$ cat src/rtl/fetch_pc_predictor.sv
// IF-stage PC register with a direct-mapped BTB of 2-bit saturating counters.
// Optional perf counters are built only when FETCH_PERF_EN is defined.
module fetch_pc_predictor #(
  parameter logic [31:0] RESET_PC     = 32'h0000_3000,
  parameter int          BTB_IDX_BITS = 4
) (
  input  logic        CLK,
  input  logic        CLR,
  input  logic        PCEn,
  input  logic        Redirect,
  input  logic [31:0] RedirectPC,
  input  logic        Upd_Valid,
  input  logic [31:0] Upd_PC,
  input  logic        Upd_Taken,
  input  logic [31:0] Upd_Target,
  output logic [31:0] PC,
  output logic [31:0] PC_plus_four,
  output logic        PredictJump,
  output logic [31:0] PredictTarget,
  output logic [31:0] FetchCount,
  output logic [31:0] RedirectCount
);

  localparam int NUM_ENTRIES = 1 << BTB_IDX_BITS;
  localparam int TAG_W       = 30 - BTB_IDX_BITS;

  logic [NUM_ENTRIES-1:0]            btb_valid;
  logic [NUM_ENTRIES-1:0][TAG_W-1:0] btb_tag;
  logic [NUM_ENTRIES-1:0][29:0]      btb_target;
  logic [NUM_ENTRIES-1:0][1:0]       btb_ctr;

  logic [BTB_IDX_BITS-1:0] rd_idx;
  logic [TAG_W-1:0]        rd_tag;
  logic                    rd_hit;
  logic [BTB_IDX_BITS-1:0] wr_idx;
  logic [TAG_W-1:0]        wr_tag;
  logic                    wr_hit;
  logic [1:0]              wr_ctr;
  logic [1:0]              ctr_next;
  logic [31:0]             next_pc;
  logic                    unused_bits;

  // Instructions are word aligned, so the low two address bits never matter.
  assign unused_bits = ^{RedirectPC[1:0], Upd_PC[1:0], Upd_Target[1:0]};

  assign PC_plus_four = PC + 32'd4;

  // Lookup reads the registered contents, so a same-cycle update is seen next cycle.
  assign rd_idx        = PC[BTB_IDX_BITS+1:2];
  assign rd_tag        = PC[31:BTB_IDX_BITS+2];
  assign rd_hit        = btb_valid[rd_idx] && (btb_tag[rd_idx] == rd_tag);
  assign PredictJump   = rd_hit && btb_ctr[rd_idx][1];
  assign PredictTarget = rd_hit ? {btb_target[rd_idx], 2'b00} : 32'd0;

  assign wr_idx = Upd_PC[BTB_IDX_BITS+1:2];
  assign wr_tag = Upd_PC[31:BTB_IDX_BITS+2];
  assign wr_hit = btb_valid[wr_idx] && (btb_tag[wr_idx] == wr_tag);
  assign wr_ctr = btb_ctr[wr_idx];

  always_comb begin
    ctr_next = wr_ctr;
    if (Upd_Taken) begin
      if (wr_ctr != 2'b11) ctr_next = wr_ctr + 2'd1;
    end else begin
      if (wr_ctr != 2'b00) ctr_next = wr_ctr - 2'd1;
    end
  end

  // Timing contract: inputs are sampled on the rising edge of CLK; no handshake,
  // every cycle the outputs describe the fetch address currently held in PC.
  always_comb begin
    next_pc = PC;
    if (Redirect)  next_pc = {RedirectPC[31:2], 2'b00};
    else if (PCEn) next_pc = PredictJump ? PredictTarget : PC_plus_four;
  end

  always_ff @(posedge CLK) begin
    if (CLR) PC <= RESET_PC;
    else     PC <= next_pc;
  end

  always_ff @(posedge CLK) begin
    if (CLR) begin
      btb_valid <= '0;
      btb_ctr   <= {NUM_ENTRIES{2'b01}};
    end else if (Upd_Valid) begin
      if (wr_hit) begin
        btb_ctr[wr_idx] <= ctr_next;
        if (Upd_Taken) btb_target[wr_idx] <= Upd_Target[31:2];
      end else if (Upd_Taken) begin
        btb_valid[wr_idx]  <= 1'b1;
        btb_tag[wr_idx]    <= wr_tag;
        btb_target[wr_idx] <= Upd_Target[31:2];
        btb_ctr[wr_idx]    <= 2'b10;
      end
    end
  end

`ifdef FETCH_PERF_EN
  logic [31:0] fetch_count;
  logic [31:0] redirect_count;

  always_ff @(posedge CLK) begin
    if (CLR) begin
      fetch_count    <= '0;
      redirect_count <= '0;
    end else if (Redirect) begin
      redirect_count <= redirect_count + 32'd1;
    end else if (PCEn) begin
      fetch_count <= fetch_count + 32'd1;
    end
  end

  assign FetchCount    = fetch_count;
  assign RedirectCount = redirect_count;
`else
  assign FetchCount    = 32'd0;
  assign RedirectCount = 32'd0;
`endif

endmodule

$ cat config.mk
export PLATFORM = sky130hd
export DESIGN_NAME = fetch_pc_predictor
export DESIGN_NICKNAME = d
export VERILOG_FILES = /design/src/rtl/fetch_pc_predictor.sv
export SDC_FILE = /design/constraint.sdc
export NUM_CORES = 1
export LEC_CHECK = 0
export ABC_CLOCK_PERIOD_IN_PS = 5850
export CAP_MARGIN = 20
export CORE_MARGIN = 5
export CORE_UTILIZATION = 55
export DETAILED_ROUTE_END_ITERATION = 16
export DONT_BUFFER_PORTS = 1
export PLACE_DENSITY = 0.7
export REMOVE_ABC_BUFFERS = 1
export SYNTH_ARGS = -nofsm -noshare
export SYNTH_HDL_FRONTEND = slang
export SYNTH_SLANG_ARGS = --single-unit
$ cat constraint.sdc
create_clock -name CLK -period 5.85 [get_ports CLK]
set_input_delay 0.2925 -clock CLK [delete_from_list [all_inputs] [get_ports CLK]]
set_output_delay 0.2925 -clock CLK [all_outputs]
set_load 0.01 [all_outputs]
Yosys cells after proc, flatten, opt, wreduce, memory -nomap -nowiden
Cells that the tools add are included.
Widths: inputs -> output; s select.
{"block": "totals", "reg_bits": 976, "inputBits": 102, "output_inout_bits": 161, "word_cells": 112}
{"block": "op_classes", "addsub": 3, "order_cmp": 3, "eq_ne": 3, "muxes": 34, "bitwise": 6, "reduce_logical": 12}
{"op": "$bwmux 480", "count": 1}
{"op": "$bwmux 416", "count": 1}
{"op": "$bmux 26 s4", "count": 2}
{"op": "$mux 32", "count": 6}
{"op": "$bmux 30 s4", "count": 1}
{"op": "$demux 30 s4", "count": 1}
{"op": "$demux 26 s4", "count": 1}
{"op": "$mux 26", "count": 3}
{"op": "$mux 30", "count": 2}
{"op": "$eq 26x26->1", "count": 2}
{"op": "$add 32x3->32 const B", "count": 1}
{"op": "$bwmux 32", "count": 1}
{"op": "$or 16x16->16", "count": 2}
{"op": "$and 16x16->16", "count": 1}
{"op": "$bmux 2 s4", "count": 2}
{"op": "$not 16->16", "count": 1}
{"op": "$mux 2", "count": 6}
{"op": "$lt 4x5->1 const B", "count": 2}
{"op": "$bmux 1 s4", "count": 2}
{"op": "$demux 2 s4", "count": 1}
{"op": "$reduce_and 3->1", "count": 2}
{"op": "$reduce_bool 2->1", "count": 3}
{"op": "$demux 1 s4", "count": 1}
{"op": "$ge 4x1->1 const B", "count": 1}
{"op": "other kinds (9)", "count": 15}

Longest topological paths before layout
Gate-level depths: netlist of run 1.
{"block": "depth", "depth_word": 8, "depth_mapped": 17, "depth_no_buf": 9}

Worst setup path before layout of run 1
Ideal clock, no wire load.
{"block": "synth_timing", "path_kind": "input -> register", "from": "input Upd_PC[2]", "to": "register btb_tag[0] (netlist name), enable pin", "setup_time_ns": 0.409, "arrival_ns": 3.873, "required_time_ns": 5.441, "slack_ns": 1.568, "path_stages": 14, "n_path_buf": 7, "cell_sequence": "buf_4 buf_4 buf_2 buf_2 mux4_2 a22o_1 o221ai_1 o22ai_1 nand3_1 buf_2 buf_6 o21bai_1 buf_2 nor2_1"}
{"block": "synth_via", "elab_chain_cells": 6, "word_cells_on_any_way": 8, "cone_classes": "eq/ne: 1; mux: 4; bitwise: 1; reduce/logical: 2"}
{"element": "start, declared", "line": "13", "source": "input logic [31:0] Upd_PC,"}
{"element": "$bmux 26 s4", "line": "57", "source": "assign wr_hit = btb_valid[wr_idx] && (btb_tag[wr_idx] == wr_tag);"}
{"element": "$mux 26 (not written as such)", "line": "57"}
{"element": "$eq 26x26->1", "line": "57"}
{"element": "$logic_and 1x1->1 *", "line": "57"}
{"element": "$not 1->1 (no source line) *"}
{"element": "$reduce_and 4->1 (no source line) *"}
{"element": "end signal, assigned by index", "line": "92", "source": "btb_tag[wr_idx] <= wr_tag;"}
{"element": "end, declared", "line": "28", "source": "logic [NUM_ENTRIES-1:0][TAG_W-1:0] btb_tag;"}
Mark *: on every way between the ends. The rest lies on a longest branch, timed or not. The select of a mux whose other input is x is not followed.
A chain may end at the register's enable or synchronous reset.

Final worst setup path of run 1
{"block": "layout_timing", "from": "register PC[4]", "to": "output PredictTarget[20]"}
{"block": "layout_via", "elab_chain_cells": 5, "word_cells_on_any_way": 9, "cone_classes": "eq/ne: 1; mux: 7; reduce/logical: 1"}
{"element": "start, declared", "line": "16", "source": "output logic [31:0] PC,"}
{"element": "start signal, assigned", "line": "79", "source": "else PC <= next_pc;"}
{"element": "$bmux 26 s4", "line": "51", "source": "assign rd_hit = btb_valid[rd_idx] && (btb_tag[rd_idx] == rd_tag);"}
{"element": "$mux 26 (not written as such)", "line": "51"}
{"element": "$eq 26x26->1", "line": "51"}
{"element": "$logic_and 1x1->1", "line": "51"}
{"element": "$mux 32 *", "line": "53", "source": "assign PredictTarget = rd_hit ? {btb_target[rd_idx], 2'b00} : 32'd0;"}
{"element": "end, declared", "line": "19", "source": "output logic [31:0] PredictTarget,"}
Marked as above.

==> reports/qor.yml, run 1 <==
run_status: "finished, final reports clean"
vias_per_cell: 6.92
clock_root_cell: "clkbuf_16"
period_share_pct: 92.0
family_of_cells_with_the_greatest_summed_delay_on_the_critical_path: "simple AND/OR/NAND/NOR gates"
post-cts-setup-buffers: 0
multiInputGateArea_sq_mm: 0.0148
grt_pass1_wl_mm: 189
post_synth_most_frequent_cells: "edfxtp_1, mux4_2, mux2i_1"
critical_path.startpoint: "PC[4]"
wl_per_cell_um: 35.0
worst-slew-pin-transition_ns: 1.19
netSwitchingFraction_pct: 22.9
floorplan.io_pins: 263
finalCriticalPeriod_ns: 5.38
ratio_of_cells_with_drive_above_1_in_the_final_layout_pct: 22.5
yosys.area.top_type_share_pct: 60.7
critical_path_cell_count: 10
synth_top_area_cell: "edfxtp_1"
ys_warn_count: 0
synthArstFlopShare_pct: 0
slowest_stage_cell_on_the_critical_path: "dfxtp_4"
post_synth.cell_area_avg_sq_um: 17.6
clk_latency_ns: 0.69
worst-path-max-fanout: 51
seqCellArea_sq_mm: 0.0285
drtPass1Iterations: 6
cp_data_required_time_ns: 5.56
syn_area_sq_mm: 0.0443
endpoint: "PredictTarget[20]"
gr-usage-all-layers_pct: 30.4
r2r_start: "PC[4]"
r2r_end: "PC[11]"
seq_area_frac_synth_pct: 64.3
hold_fails_final_rpt: 0
synth-edff-count: 896
pwr-share-clk_pct: 41.9
worst_clock_skew_ns: 0.0743
start_kind: "flip-flop"
cts_hold_bufs: 133
gr-total-overflow: 0
clkSinkCount: 974
port_buffers: 0
grt_antenna_before_repair: 16
worstHoldStart: "CLR"
synth.distinct_cells: 84
resized_cells_post_cts: 0
final_critical_path_setup_slack_ns: 0.469
power_frac_comb_pct: 8.3
utilization_pct: 62.6
routed_wl_mm: 133
tritoncts: "done"
critical_path_class: "reg -> out"
post-route-drc-count: 0
rsz0062_at_grt: "no"
maxSlewViolCount: 0
post-synth-top-count-cell: "edfxtp_1"
die_area_sq_mm: 0.0863
worstPathBufferInverterCount: 2
route.vias.total: 26300
worst_setup_hold_path_clk_slew_ns: 0.06
critical_path_most_common_cell: "mux2i_1"
timing.critical_path.to_type: "primary output"
final_net_count: 2754
fp.coreArea_sq_mm: 0.0802
nFillCells: 5594
rr_worst_depth: 12
vias_in_the_first_global_route: 26300
fmax_ghz: 0.186
routabilityCongestion: 0.956
postSynthCellCount: 2512
clock_tree.htree_level_count: 3
setup-violations-final: 0
layout-area-overhead-vs-synth_pct: 13.2
max-cap-violations: 0
critical-path-max-stage-delay_ns: 0.92
pre_cts_slack_ns: 1.20
reg2reg_slack_ns: 0.62
worst_ir_drop_vdd_mv: 0.301
slew-limit-headroom_pct: 20.7
internal_power_uw: 12000
max-clock-path-buffers: 3
total_of_flip_flops_plus_latches_after_synthesis: 974
power_switching_uw: 3570
die_w_um: 294
die_height_um: 294
synth.top_cells.by_area: "edfxtp_1, mux4_2, mux2i_1, dfxtp_1, buf_4"
synth_top_flop_cell: "edfxtp_1"
path_cells: "buf_12 > mux4_2 > mux2i_1 > mux2i_1 > xnor2_1 > nand4_1 > or4_4 > nor4_2 > buf_4 > and2_1"
power.leakage_uw: 0.0159
floorplan.rows: 104
1st_iter_drt_viols: 3680
route.antenna.remaining_nets: 0
floorplan.initialDensity_pct: 55.3
power.share.sequential_pct: 49.8
dp_hpwl_mm: 80.8
grt_max_degree: 119
numCtsBuffers: 97
worst-endpoint-arrival_ns: 5.09
hp-class: "in -> reg"
power.density_mw_per_mm2: 311
-- flip-flops by register name, indices dropped and copies added (netlist names) --
register and cells:
btb_target 480, btb_tag 416, btb_ctr 32, PC 30, btb_valid 16
-- worst min-delay path by stage --
| stage | cells past startpoint | slack [ns] | endpoint |
|---|---|---|---|
| CTS | 2 | 0.003 | PC[27] |
| finish | 2 | 0.05 | PC[5] |
| global route | 3 | 0.04 | btb_ctr[18] |
| floorplan | 0 | 0.39 | btb_tag[0] |
| global placement | 0 | 0.39 | btb_target[192] |
| detailed placement | 0 | 0.39 | btb_target[209] |
-- final cells by class --
| class | instances | share of cell area, % |
|---|---|---|
| sequential | 974 | 56.8 |
| multi-input combinational | 1337 | 29.4 |
| clock buffer | 127 | 5.17 |
| timing repair buffer | 213 | 4.17 |
| tap | 1060 | 2.64 |
| clock inverter | 54 | 1.52 |
| inverter | 28 | 0.212 |
| antenna | 9 | 0.0449 |
-- power by group through the flow --
stage	Sequential [uW]	Clock, uW	Combinational, uW
floorplan	7940	0	828
global placement	7920	0	1090
detailed placement	7920	0	1100
CTS	7770	6560	1270
global route	7780	6870	1350
finish	7780	6540	1290
-- per-layer routing --
layer	wire length (um)	global-route usage (%)	up-vias
met4	5140	10.0	14
met1	47500	40.9	13600
met5	89	0	-
met3	16700	8.93	326
met2	63600	48.6	1893
li1	-	-	10500
-- through the flow --
| step | total power [uW] | cell area (sq um) | TNS [ns] | hold WS, ns | instances |
|---|---|---|---|---|---|
| CTS | 15600 | 50100 | 0 | 0.00310 | 3793 |
| global route | 16000 | 50100 | 0 | 0.0392 | 3798 |
| detailed placement | 9020 | 45400 | 0 | 0.392 | 3479 |
| global placement | 9010 | 45400 | 0 | 0.392 | 3479 |
| finish | 15600 | 50100 | 0 | 0.0517 | 3802 |
| floorplan | 8770 | 43100 | -600.25 | 0.391 | 2339 |
-- logic make-up after synthesis --
family | synth area share (%)
muxes | 21.6
DFF | 64.3
adders and majority gates | 0.0508
other | 0.00847
xor gates and xnor gates | 1.44
AOI/OAI and AO/OA | 4.73
buffers and inverters | 3.60
and+or+nand+nor | 4.29
-- placed cells by master (no fill, tap or decap), types with 11 or more instances in the layout --
| master | count |
|---|---|
| a22oi_1 | 42 |
| nor3_1 | 28 |
| nand4_1 | 18 |
| o22ai_1 | 34 |
| mux2i_1 | 203 |
| xor2_1 | 30 |
| nand2_1 | 80 |
| dfxtp_1 | 74 |
| a21oi_1 | 40 |
| clkbuf_16 | 97 |
| buf_4 | 69 |
| clkinv_2 | 15 |
| nor2b_1 | 11 |
| xnor2_1 | 43 |
| edfxtp_1 | 896 |
| nor2_1 | 45 |
| o2bb2ai_1 | 18 |
| a22o_1 | 21 |
| mux4_2 | 318 |
| nor2_4 | 32 |
| nor4_1 | 15 |
| inv_1 | 20 |
| nand3_1 | 38 |
| o21ai_1 | 13 |
| nor3b_1 | 18 |
| buf_12 | 13 |
| and2_1 | 39 |
| bufinv_16 | 15 |
| dlygate4sd3_1 | 131 |
| or3_1 | 14 |
| clkinv_1 | 18 |
| o21ai_0 | 19 |
| conb_1 | 70 |
| clkbuf_1 | 25 |
Note: power is estimated with default switching activity, not from simulation.
==> inputs of run 2 (changes only) <==
- ABC_CLOCK_PERIOD_IN_PS: 5850 -> 5760
- CORE_ASPECT_RATIO: not set -> 1.5
- CTS_CLUSTER_DIAMETER: not set -> 150
- clock period: 5.85 -> 5.76 ns (I/O delays scaled with it)
==> run 2 against run 1 <==
Hold slack improved by 0.022 ns. Largest cell class unchanged. Highest routed layer unchanged. Clock power shrank 6.7%. Register-to-register slack got worse by 0.24 ns. Critical path depth is the same. Sequential power grew 1%.
==> reports/qor.yml, run 2 (synthesized netlist as in run 1, its figures left out) <==
run_status: "finished, final reports clean"
clkSinkCount: 974
die_area_sq_mm: 0.0864
power_frac_comb_pct: 8.6
pwr-share-clk_pct: 39.9
cp_data_required_time_ns: 5.47
max-clock-path-buffers: 3
setup-violations-final: 0
fp.coreArea_sq_mm: 0.0799
worst-endpoint-arrival_ns: 5.31
post-route-drc-count: 0
multiInputGateArea_sq_mm: 0.0148
r2r_start: "PC[3]"
worst_clock_skew_ns: 0.0413
power.share.sequential_pct: 51.6
netSwitchingFraction_pct: 23.1
hold_depth: 2
grt_antenna_before_repair: 8
grt_pass1_wl_mm: 188
clock_root_cell: "clkbuf_16"
layout-area-overhead-vs-synth_pct: 12.4
commonest_cells_after_routing_fill_and_taps_aside: "edfxtp_1, mux4_2, mux2i_1"
tritoncts: "done"
internal_power_uw: 11800
start_kind: "flip-flop"
drtPass1Iterations: 6
non_filler_instance_count_after_layout: 3747
numCtsBuffers: 89
final_net_count: 2742
1st_iter_drt_viols: 3372
die_w_um: 242
seqCellArea_sq_mm: 0.0285
gr-usage-all-layers_pct: 30.1
final_critical_path_setup_slack_ns: 0.167
route.vias.total: 26200
clock_tree.htree_level_count: 3
pre_cts_slack_ns: 1.04
hold_end: "PC[4]"
reg2reg_slack_ns: 0.38
post-cts-setup-buffers: 0
ratio_of_cells_with_drive_above_1_in_the_final_layout_pct: 22.7
worst-path-max-fanout: 54
gr-total-overflow: 0
utilization_pct: 62.3
largest_register: "btb_target"
wl_per_cell_um: 35.2
largest_reg_flops: 480
worst-slew-pin-transition_ns: 1.17
worst_setup_hold_path_clk_slew_ns: 0.07
vias_per_cell: 6.99
dp.cells: 3455
final_common_cell: "edfxtp_1"
hold_fails_final_rpt: 0
power_switching_uw: 3540
die_height_um: 358
floorplan.io_pins: 263
timing.critical_path.to_type: "primary output"
r2r_end: "PC[15]"
reg_top3: "btb_target x480, btb_tag x416, btb_ctr x32"
power.density_mw_per_mm2: 307
floorplan.initialDensity_pct: 55.4
rr_worst_depth: 12
fmax_ghz: 0.179
port_buffers: 0
vias_in_the_first_global_route: 27000
worst_ir_drop_vdd_mv: 0.321
floorplan.rows: 127
power.leakage_uw: 0.0157
finalCriticalPeriod_ns: 5.59
nFillCells: 5494
hp-class: "in -> reg"
resized_cells_post_cts: 0
rsz0062_at_grt: "no"
critical_path_class: "reg -> out"
dp_hpwl_mm: 82.4
maxSlewViolCount: 0
max-cap-violations: 0
grt_max_degree: 119
whs_ns: 0.0738
clk_latency_ns: 0.68
routabilityCongestion: 0.980
worstHoldStart: "PCEn"
period_share_pct: 97.1
route.antenna.remaining_nets: 0
slew-limit-headroom_pct: 22.0
routed_wl_mm: 132
-- run 2: changes by cell type in the layout (fill, tap and decap cells not counted), sizes merged --
cell	change
clkinv	+3
clkbuf	-23
dlygate4sd3	-7
diode	-5
clkinvlp	+3
inv	+3
bufinv	-4
buf	+3
-- run 2: critical path: stages (launching register included) --
cell and delay, ns:
dfxtp_4 1.07, buf_4 0.39, mux4_2 0.26, nor2_1 0.04, a311oi_1 0.41, xor2_1 0.20, a2111oi_0 0.84, nand3_1 0.24
nor4_2 0.35, buf_4 0.39, and2_1 0.39
-- run 2: worst max path at each step --
stage,startpoint,end,slack [ns],cells after the start
global placement,PC[3],PredictTarget[22],1.04,10
CTS,PC[3],PredictTarget[5],0.30,10
detailed placement,PC[3],PredictTarget[5],1.04,10
finish,PC[3],PredictTarget[22],0.17,10
floorplan,PC[2],PC[4],-8.67,9
global route,PC[3],PredictTarget[5],0.08,10
-- run 2: what timing repair did --
item | 4_1_cts | 5_1_grt
hold buffers | 125 | 0
endpoints found under the setup margin | 0 | 0
hold endpoints to repair | 943 | 0
-- run 2: area by class of cell --
cell class              count  area share (%)
flip-flops and latches    974            57.2
multi-input cells        1337            29.7
clock buffers             104            4.67
repair buffers            209            4.27
well taps                1032            2.59
clock inverters            59            1.36
inverters                  28           0.214
diodes                      4          0.0201
-- run 2: through the flow --
step           TNS, ns  area [sq um]  power (uW)
6_report             0         49800       15300
3_3_place_gp         0         45500        9150
2_1_floorplan  -608.33         43100        8910
3_5_place_dp         0         45500        9160
4_1_cts              0         49800       15300
5_1_grt              0         49800       15700
-- run 2: layer usage --
layer | share of wire, % | vias up | GRT usage, % | wire [um]
li1 | - | 10500 | - | -
met1 | 34 | 13500 | 36.3 | 44400
met2 | 49 | 1825 | 50.2 | 64300
met3 | 10 | 419 | 6.72 | 13800
met4 | 7.1 | 4 | 17.9 | 9390
met5 | 0.017 | - | 0 | 22
-- run 2: power groups by stage --
| stage | sequential, uW | combinational (uW) | clock, uW |
|---|---|---|---|
| floorplan | 8060 | 841 | 0 |
| global placement | 8040 | 1110 | 0 |
| detailed placement | 8040 | 1120 | 0 |
| CTS | 7890 | 1290 | 6130 |
| global route | 7890 | 1360 | 6440 |
| finish | 7890 | 1310 | 6100 |
